## src/rtl/discus_loader.sv

```systemverilog
// Framed-byte loader for the discus snoop port: program/data writes and data readback.
// Define DISCUS_LOADER_CHECKSUM_EN to append a mod-256 payload checksum byte to every op.
module discus_loader (
  input  logic       clk,
  input  logic       rst_n,
  input  logic [7:0] rx_data,
  input  logic       rx_valid,
  output logic       rx_ready,
  output logic [7:0] tx_data,
  output logic       tx_valid,
  input  logic       tx_ready,
  output logic [7:0] snoopa,
  output logic [7:0] snoopd,
  output logic       snoopm,
  output logic       snoopp,
  input  logic [7:0] snoopq,
  output logic       busy
);

  localparam logic [1:0] OP_PWRITE = 2'b00;
  localparam logic [1:0] OP_DWRITE = 2'b01;
  localparam logic [1:0] OP_DREAD  = 2'b10;
  localparam logic [1:0] OP_RSVD   = 2'b11;

`ifdef DISCUS_LOADER_CHECKSUM_EN
  typedef enum logic [2:0] {
    ST_CMD, ST_ADDR, ST_CNT, ST_WDATA, ST_RISSUE, ST_RCAP, ST_RSEND, ST_SUM
  } state_e;
`else
  typedef enum logic [2:0] {
    ST_CMD, ST_ADDR, ST_CNT, ST_WDATA, ST_RISSUE, ST_RCAP, ST_RSEND
  } state_e;
`endif

  state_e     state_q, state_d;
  logic [1:0] op_q, op_d;
  logic [7:0] addr_q, addr_d;
  logic [8:0] cnt_q, cnt_d;
  logic [7:0] snoopa_q, snoopa_d;
  logic [7:0] snoopd_q, snoopd_d;
  logic       snoopm_q, snoopm_d;
  logic       snoopp_q, snoopp_d;
  logic [7:0] tx_data_q, tx_data_d;
  logic       tx_valid_q, tx_valid_d;
  logic       busy_q;
`ifdef DISCUS_LOADER_CHECKSUM_EN
  logic [7:0] sum_q, sum_d;
`endif

  always_ff @(posedge clk or negedge rst_n) begin
    if (!rst_n) begin
      state_q    <= ST_CMD;
      op_q       <= OP_PWRITE;
      addr_q     <= 8'h00;
      cnt_q      <= 9'd0;
      snoopa_q   <= 8'h00;
      snoopd_q   <= 8'h00;
      snoopm_q   <= 1'b0;
      snoopp_q   <= 1'b0;
      tx_data_q  <= 8'h00;
      tx_valid_q <= 1'b0;
      busy_q     <= 1'b0;
`ifdef DISCUS_LOADER_CHECKSUM_EN
      sum_q      <= 8'h00;
`endif
    end else begin
      state_q    <= state_d;
      op_q       <= op_d;
      addr_q     <= addr_d;
      cnt_q      <= cnt_d;
      snoopa_q   <= snoopa_d;
      snoopd_q   <= snoopd_d;
      snoopm_q   <= snoopm_d;
      snoopp_q   <= snoopp_d;
      tx_data_q  <= tx_data_d;
      tx_valid_q <= tx_valid_d;
      busy_q     <= (state_d != ST_CMD);
`ifdef DISCUS_LOADER_CHECKSUM_EN
      sum_q      <= sum_d;
`endif
    end
  end

  // snoopa is loaded on entry to RISSUE so snoopq is valid by RCAP
  always_comb begin
    state_d    = state_q;
    op_d       = op_q;
    addr_d     = addr_q;
    cnt_d      = cnt_q;
    snoopa_d   = snoopa_q;
    snoopd_d   = snoopd_q;
    snoopm_d   = 1'b0;
    snoopp_d   = 1'b0;
    tx_data_d  = tx_data_q;
    tx_valid_d = tx_valid_q;
`ifdef DISCUS_LOADER_CHECKSUM_EN
    sum_d      = sum_q;
`endif
    case (state_q)
      ST_CMD: if (rx_valid) begin
        op_d = rx_data[7:6];
        if (rx_data[7:6] != OP_RSVD) state_d = ST_ADDR;
      end
      ST_ADDR: if (rx_valid) begin
        addr_d  = rx_data;
        state_d = ST_CNT;
      end
      ST_CNT: if (rx_valid) begin
        cnt_d = (rx_data == 8'h00) ? 9'd256 : {1'b0, rx_data};
`ifdef DISCUS_LOADER_CHECKSUM_EN
        sum_d = 8'h00;
`endif
        if (op_q == OP_DREAD) begin
          state_d  = ST_RISSUE;
          snoopa_d = addr_q;
        end else begin
          state_d = ST_WDATA;
        end
      end
      ST_WDATA: if (rx_valid) begin
        snoopa_d = addr_q;
        snoopd_d = rx_data;
        snoopp_d = (op_q == OP_PWRITE);
        snoopm_d = (op_q == OP_DWRITE);
        addr_d   = addr_q + 8'd1;
        cnt_d    = cnt_q - 9'd1;
`ifdef DISCUS_LOADER_CHECKSUM_EN
        sum_d = sum_q + rx_data;
        if (cnt_q == 9'd1) begin
          state_d    = ST_SUM;
          tx_data_d  = sum_d;
          tx_valid_d = 1'b1;
        end
`else
        if (cnt_q == 9'd1) state_d = ST_CMD;
`endif
      end
      ST_RISSUE: state_d = ST_RCAP;
      ST_RCAP: begin
        tx_data_d  = snoopq;
        tx_valid_d = 1'b1;
`ifdef DISCUS_LOADER_CHECKSUM_EN
        sum_d = sum_q + snoopq;
`endif
        state_d = ST_RSEND;
      end
      ST_RSEND: if (tx_ready) begin
        tx_valid_d = 1'b0;
        addr_d     = addr_q + 8'd1;
        snoopa_d   = addr_q + 8'd1;
        cnt_d      = cnt_q - 9'd1;
        if (cnt_q != 9'd1) begin
          state_d = ST_RISSUE;
        end else begin
`ifdef DISCUS_LOADER_CHECKSUM_EN
          state_d    = ST_SUM;
          tx_data_d  = sum_q;
          tx_valid_d = 1'b1;
`else
          state_d = ST_CMD;
`endif
        end
      end
`ifdef DISCUS_LOADER_CHECKSUM_EN
      ST_SUM: if (tx_ready) begin
        tx_valid_d = 1'b0;
        state_d    = ST_CMD;
      end
`endif
      default: state_d = ST_CMD;
    endcase
  end

  assign rx_ready = (state_q == ST_CMD) || (state_q == ST_ADDR) ||
                    (state_q == ST_CNT) || (state_q == ST_WDATA);
  assign tx_data  = tx_data_q;
  assign tx_valid = tx_valid_q;
  assign snoopa   = snoopa_q;
  assign snoopd   = snoopd_q;
  assign snoopm   = snoopm_q;
  assign snoopp   = snoopp_q;
  assign busy     = busy_q;

endmodule

```

## config.mk

```make
export PLATFORM = sky130hd
export DESIGN_NAME = discus_loader
export DESIGN_NICKNAME = d
export VERILOG_FILES = /design/src/rtl/discus_loader.sv
export SDC_FILE = /design/constraint.sdc
export NUM_CORES = 1
export LEC_CHECK = 0
export CORE_UTILIZATION = 23
export CTS_BUF_LIST = sky130_fd_sc_hd__clkbuf_8
export CTS_CLUSTER_DIAMETER = 50
export DETAILED_ROUTE_END_ITERATION = 6
export DONT_BUFFER_PORTS = 1
export GPL_TIMING_DRIVEN = 1
export PLACE_DENSITY_LB_ADDON = 0.1
export SYNTH_ARGS = -nofsm -noshare
export SYNTH_HDL_FRONTEND = slang
export SYNTH_SLANG_ARGS = --single-unit
export TNS_END_PERCENT = 30
```

## constraint.sdc

```tcl
create_clock -name clk -period 3.2 [get_ports clk]
set_input_delay 0.48 -clock clk [delete_from_list [all_inputs] [get_ports clk]]
set_output_delay 0.48 -clock clk [all_outputs]
set_load 0.005 [all_outputs]
```

==> summary.txt, run 1 <==
Cells and area
  – Layout cell share with drive strength beyond 1: 12.8%
  – Multi-input gate area: 1220 µm²
  – Post-Layout Cell Count: 383
  – Nets: between 200 and 300
  – Ant. Diodes: 0
  – Fill cells: 1,158
  – Final Util: 26.0%
  – Register Area: 1250 µm²
  – Area delta synth->final: 10.4%

Global routing
  – Total grt overflow: 0
  – Vias in the first global route: 1,999
  – Maximum number of pins on one net before global-route repair: 51
  – Antenna violations before repair: 0
  – First-pass GRT wire length: 10,900 µm
  – GRT Total Usage: 12.6%

Power
  – Peak supply drop: 377 µV
  – Sw Ratio: 41.6%
  – Leak: 1.11 nW
  – Comb power frac: roughly 38%
  – Reg power frac: 45.4%
  – Pwr dens: 1030 nW/µm²
  – Psw: 1.21 mW
  – Total power: 2.90 mW
  – Int Pwr: 1.70 mW
  – Clock power share: 17.1%

CTS
  – Postcts setup bufs: 0
  – Clock Latency Late Sink: 0.32 ns
  – Resize count post-CTS: 0
  – Num CTS Buffers: 5
  – TritonCTS clock tree: done
  – CTS max path bufs: 2
  – CTS clk-pin slew, worst paths: 0.11 ns
  – Max H-tree Level: 2
  – Clock tree sinks: 50
  – Hold buffers post-CTS: 1
  – Clk root buf: clkbuf_8

Worst setup path
  – Worst setup SP type: flop
  – Buffers & Inverters on Critical Path: 0
  – Cell depth of the worst flop-to-flop path: 4
  – Crit path depth: 4
  – Crit-path cells: xor2_2 > and2_1 > a41oi_1 > o22a_1
  – Data arrival, critical path: approximately 2.7 ns
  – CP Capture Type: flop
  – Critical Path Start: state_q[0]
  – Critical R2R Launch: state_q[0]
  – Crit Path Category: flop to flop
  – Max incr delay on CP: 0.75 ns
  – CP Data Required Time: 3.42 ns
  – Cell family with most CP delay: simple AND/OR/NAND/NOR gates
  – Crit path to: cnt_q[6]
  – Crit-path max FO: 20
  – Reg2Reg Setup Slack: a little under 0.8 ns
  – R2r endpoint: cnt_q[6]
  – CP max-delay cell: and2_1

Outcome
  – Status: finished clean

Detailed routing
  – 1st-iter DRT viols: 133
  – DRC: 0
  – Post-DRT Antenna Nets: 0
  – Vias post-DR: 1,893
  – Final WL: about 6700 µm
  – First drt pass iteration count: 4
  – Drt wl/cell: around 17 µm
  – DR vias/cell: 4.94

Logic synthesis
  – Syn. warnings: 0
  – Avg Cell Area, Syn: 10.4 µm²
  – Post-synth top area share: 49.1%
  – Synth area leader: dfrtp_1
  – Number of synthesized flops with an enable pin: 0
  – Synth Net Count: 269
  – Area contributors post-synth: dfrtp_1 49%, mux2_2 8.0%, nand2_1 3.4%
  – FFs w/ async S/R, synth: 100%
  – Synthesized flop and latch total: 50
  – Most used flip-flop cell after synthesis: dfrtp_1
  – Cell Area, Synth: between 2000 and 3000 µm²
  – Synth cell types: between 40 and 50
  – Sequential-to-total area share from yosys stat: about half
  – Synth Instances: between 200 and 250

Timing
  – Maximum clock rate: 413 MHz
  – Relative slew slack: 38.9%
  – Hold WS: around 0.015 ns
  – RSZ-0062 raised after global routing: false
  – Fin crit share: 75.8%
  – Minimum clock period: 2.42 ns
  – Fin. max-slew vios: 0
  – Final setup viols: 0
  – Setup_tns: 0 ns
  – Worst Skew: 0.0130 ns
  – Hold Fails Final Rpt: 0
  – Slew @ Worst Pin: 0.910 ns

Placed design
  – Placer Congestion: 0.775
  – DP Cell Count: 374
  – IO buf count: 0
  – Post-DP HPWL: ~4500 µm

Run
  – Max-cap violation count: 0

Floorplan
  – Chip width: about 110 µm
  – Die extent in y: around 110 µm
  – Row Count: 38
  – Initial Util: 23.6%
  – Top-Level Pins: 49
  – Die Area: 11,500 µm²
  – Core Footprint: 10,800 µm²

Min path
  – Worst hold path class: primary input to async pin
placed cells by master, fill, tap and decap left out, types with 2 or more instances in the layout:
cell,Yosys,routed
dfrtp_1,50,50
nand2_1,23,23
mux2_2,18,18
o21ai_1,13,13
a21oi_1,12,12
nor2_1,11,11
nand3_1,10,10
a31oi_1,9,9
o22a_1,9,9
nor4_1,6,6
clkbuf_8,0,6
nor3_1,5,5
o21a_1,5,5
inv_1,4,4
o21ai_0,4,4
xnor2_1,4,4
nand2b_1,3,3
nor3b_1,3,3
nand3b_1,3,3
mux2i_1,3,3
nand4_1,3,3
xor2_1,3,3
ha_1,3,3
and4b_1,2,2
nor2b_1,2,2
a31o_2,2,2
a41oi_1,2,2
o211ai_1,2,2
and2_1,2,2
o2bb2ai_1,2,2
a21boi_1,2,2
cell type report:
cell class / instances / share of cell area (%)
clock buffers: 6 / 2.94
clock inverters: 2 / 1.38
inverters: 5 / 0.668
multi-input cells: 179 / 43.3
flip-flops and latches: 50 / 44.5
well taps: 140 / 6.23
repair buffers: 1 / 0.979
cell families after synthesis:
logic type | after synthesis | synth area share [%]
buffers and inverters | 17 | 3.09
muxes | 21 | 9.14
and+or+nand+nor | 78 | 16.0
DFF | 50 | 49.1
AOI/OAI and AO/OA | 69 | 18.1
xor gates and xnor gates | 8 | 3.05
adders and majority gates | 3 | 1.47
cell usage after synthesis, drive strengths merged, types with 2 or more instances:
library cell	instances
o21a	5
dfrtp	50
a41oi	2
nand2	23
a31oi	9
nand2b	3
o2bb2ai	2
mux2	18
nor3b	3
nor3	5
o211ai	2
clkbuf	2
nor2b	2
a21oi	12
and4b	2
o21ai	17
xnor2	4
o22a	9
nand4	3
nor2	11
xor2	4
and2	2
ha	3
buf	10
inv	5
mux2i	3
nor4	6
nand3	10
nand3b	3
a21boi	3
a31o	2
power by group through the flow:
stage               sequential (mW)  clock, mW  combinational (mW)
floorplan                      1.17          0               0.994
global placement               1.34          0                1.08
detailed placement             1.34          0                1.09
CTS                            1.32      0.515                1.11
global route                   1.38      0.539                1.23
finish                         1.32      0.495                1.09
state kept, by name, summed over array words and instances (netlist names):
name	cells
op_q	2
snoopp	1
state_q	3
snoopa	8
addr_q	8
tx_data	8
tx_valid	1
snoopm	1
busy	1
cnt_q	9
snoopd	8
how the worst min path moves through the flow:
stage / startpoint / end / slack [ns] / depth (start not counted)
4_1_cts: rst_n / cnt_q[6] / 0.007 / 1
6_report: rst_n / cnt_q[6] / 0.01 / 1
5_1_grt: rst_n / cnt_q[6] / 0.007 / 1
3_3_place_gp: rst_n / snoopd[7] / 0.19 / 0
3_5_place_dp: rst_n / snoopd[7] / 0.19 / 0
2_1_floorplan: rst_n / addr_q[0] / 0.18 / 0
layer usage:
metal / vias to the layer above / part of all wire, % / track usage [%] / wire length, µm
met5: - / 0 / 0 / 0
met4: 0 / 1.0 / 4.11 / 68
met3: 5 / 5.5 / 3.77 / 364
met2: 51 / 46 / 19.6 / 3030
met1: 936 / 48 / 16.5 / 3190
li1: 901 / - / - / -
per-stage QoR:
step	cell area [µm²]	setup slack, ns
2_1_floorplan	2550	1.48
3_3_place_gp	2660	0.888
3_5_place_dp	2660	0.782
4_1_cts	2810	0.777
5_1_grt	2810	0.590
6_report	2810	0.776
No activity file was read; power rests on OpenSTA's default activity.
==> inputs of run 2 (changes only) <==
Clock period 3.2 ns to 2.4 ns, I/O delays scaled along.
==> run 2 against run 1 <==
Sequential cell count stayed put. Hold slack improved by 0.18 ns. Die area did not move. Clock power up 26%. Utilization grew 0.71 points. Via count increased by 1.1%. Largest cell class unchanged. Fmax is 19% higher. Sequential share of layout area down 1.2 points. Cell count increased by 2.6%. Largest power group unchanged. Count of clock-buffer cells in the layout stayed put. Critical path depth stayed put.
==> summary.txt, run 2 (synthesis results as in run 1) <==
Worst setup path
  – Max incr delay on CP: 0.51 ns
  – Critical Path Start: state_q[2]
  – Reg2Reg Setup Slack: 0.35 ns
  – CP Capture Type: flop
  – CP max-delay cell: dfrtp_1
  – Data arrival, critical path: 2.25 ns
  – Worst setup SP type: flop
  – Crit-path cells: nor2b_1 > o21ai_1 > a21o_1 > a211o_1
  – R2r endpoint: cnt_q[8]
  – Crit Path Category: flop to flop
  – Cell depth of the worst flop-to-flop path: 4
  – Crit-path max FO: 12
  – Critical R2R Launch: state_q[2]
  – Crit path to: cnt_q[8]
  – CP Data Required Time: 2.60 ns

Cells and area
  – Area delta synth->final: 13.4%
  – Fill cells: between 1,000 and 1,500
  – Commonest non-fill, non-tap cells in the layout: 50 x dfrtp_1, 23 x nand2_1, 18 x mux2_2
  – Commonest non-fill, non-tap cell in the layout: dfrtp_1
  – Biggest register: cnt_q
  – Post-Layout Cell Count: roughly 390
  – Nets: between 200 and 300
  – Largest register FFs: 9
  – Ant. Diodes: 0
  – Layout cell share with drive strength beyond 1: between 10% and 20%

Min path
  – Worst hold path class: primary input to flop

Floorplan
  – Core Footprint: between 10,000 and 15,000 µm²
  – Die extent in y: 107 µm
  – Chip width: around 110 µm
  – Die Area: 11,500 µm²
  – Top-Level Pins: 49
  – Row Count: 38
  – Initial Util: between 20% and 30%

Run
  – Max-cap violation count: 0

Timing
  – Maximum clock rate: approximately 490 MHz
  – Minimum clock period: between 2 and 2.5 ns
  – Worst Skew: about 0.017 ns
  – RSZ-0062 raised after global routing: false
  – Relative slew slack: 42.1%
  – Fin crit share: between 80% and 90%
  – Final setup viols: 0
  – Fin. max-slew vios: 0
  – Hold Fails Final Rpt: 0
  – Setup_tns: 0 ns
  – Slew @ Worst Pin: 0.863 ns

Detailed routing
  – Drt wl/cell: 16.4 µm
  – Post-DRT Antenna Nets: 0
  – DRC: 0
  – DR vias/cell: 4.87
  – Final WL: approximately 6500 µm
  – First drt pass iteration count: 4
  – 1st-iter DRT viols: 59
  – Vias post-DR: 1,913

Global routing
  – Total grt overflow: 0
  – Antenna violations before repair: 0
  – GRT Total Usage: 11.9%
  – Maximum number of pins on one net before global-route repair: 51
  – Vias in the first global route: 1,867
  – First-pass GRT wire length: 10,400 µm

Placed design
  – Placer Congestion: 0.755
  – Post-DP HPWL: 4590 µm
  – DP Cell Count: 384
  – IO buf count: 0

CTS
  – Resize count post-CTS: 0
  – Clock Latency Late Sink: 0.31 ns
  – Max H-tree Level: 2
  – Num CTS Buffers: 5
  – TritonCTS clock tree: done
  – CTS clk-pin slew, worst paths: around 0.1 ns
  – Clk root buf: clkbuf_8
  – CTS max path bufs: 2
  – Clock tree sinks: 50

Power
  – Peak supply drop: 351 µV
  – Leak: roughly 1.2 nW
  – Pwr dens: 1370 nW/µm²

Outcome
  – Status: finished clean
==> run 2: where the power goes <==
group / internal (mW) / switching (mW) / total, mW
clock network: 0.334 / 0.290 / 0.624
logic: 0.780 / 0.848 / 1.63
registers: 1.25 / 0.463 / 1.71
total: 2.36 / 1.60 / 3.97
==> run 2: worst min-delay path by stage <==
stage,slack [ns],startpoint,cells after the start,end
6_report,0.19,snoopq[6],1,tx_data[6]
5_1_grt,0.17,snoopq[0],1,tx_data[0]
4_1_cts,0.18,snoopq[6],1,tx_data[6]
3_5_place_dp,0.07,rst_n,0,snoopd[7]
3_3_place_gp,0.07,rst_n,0,snoopd[7]
2_1_floorplan,0.06,rst_n,0,addr_q[0]
==> run 2: layout make-up <==
| type | count | area, µm² | area share (%) |
|---|---|---|---|
| clock buffer | 6 | 82.6 | 2.86 |
| clock inverter | 1 | 30.0 | 1.04 |
| inverter | 5 | 18.8 | 0.650 |
| multi-input combinational | 179 | 1220 | 42.2 |
| sequential | 50 | 1250 | 43.3 |
| tap | 140 | 175 | 6.07 |
| timing repair buffer | 12 | 113 | 3.90 |
==> run 2: routing by layer <==
layer / routed length [µm] / share of wire [%] / vias up / global-route usage [%]
met5: 0 / 0 / - / 0
met3: 337 / 5.2 / 7 / 3.22
met4: 92 / 1.4 / 0 / 4.21
met1: 3200 / 50 / 922 / 16.6
met2: 2830 / 44 / 56 / 17.5
li1: - / - / 928 / -
==> run 2: timing repair <==
action	CTS	global route
hold buffers	2	0
setup buffers	0	0
hold endpoints to repair	50	0
==> run 2: worst max-delay path: cells and delay by family (launching register included) <==
family / cells / cell delay (ns)
simple gates: 1 / 0.45
compound gates: 3 / 0.98
flops: 1 / 0.51
==> run 2: per-stage QoR <==
stage / setup slack [ns] / total power [mW] / hold slack [ns] / util [%] / cell area [µm²]
3_3_place_gp: 0.397 / 3.37 / 0.0663 / 25.4 / 2740
2_1_floorplan: 0.682 / 2.88 / 0.0644 / - / 2550
6_report: 0.355 / 3.97 / 0.191 / 26.8 / 2890
4_1_cts: 0.387 / 4.01 / 0.180 / 26.8 / 2890
3_5_place_dp: 0.389 / 3.35 / 0.0661 / 25.4 / 2740
5_1_grt: 0.206 / 4.30 / 0.173 / 26.8 / 2890
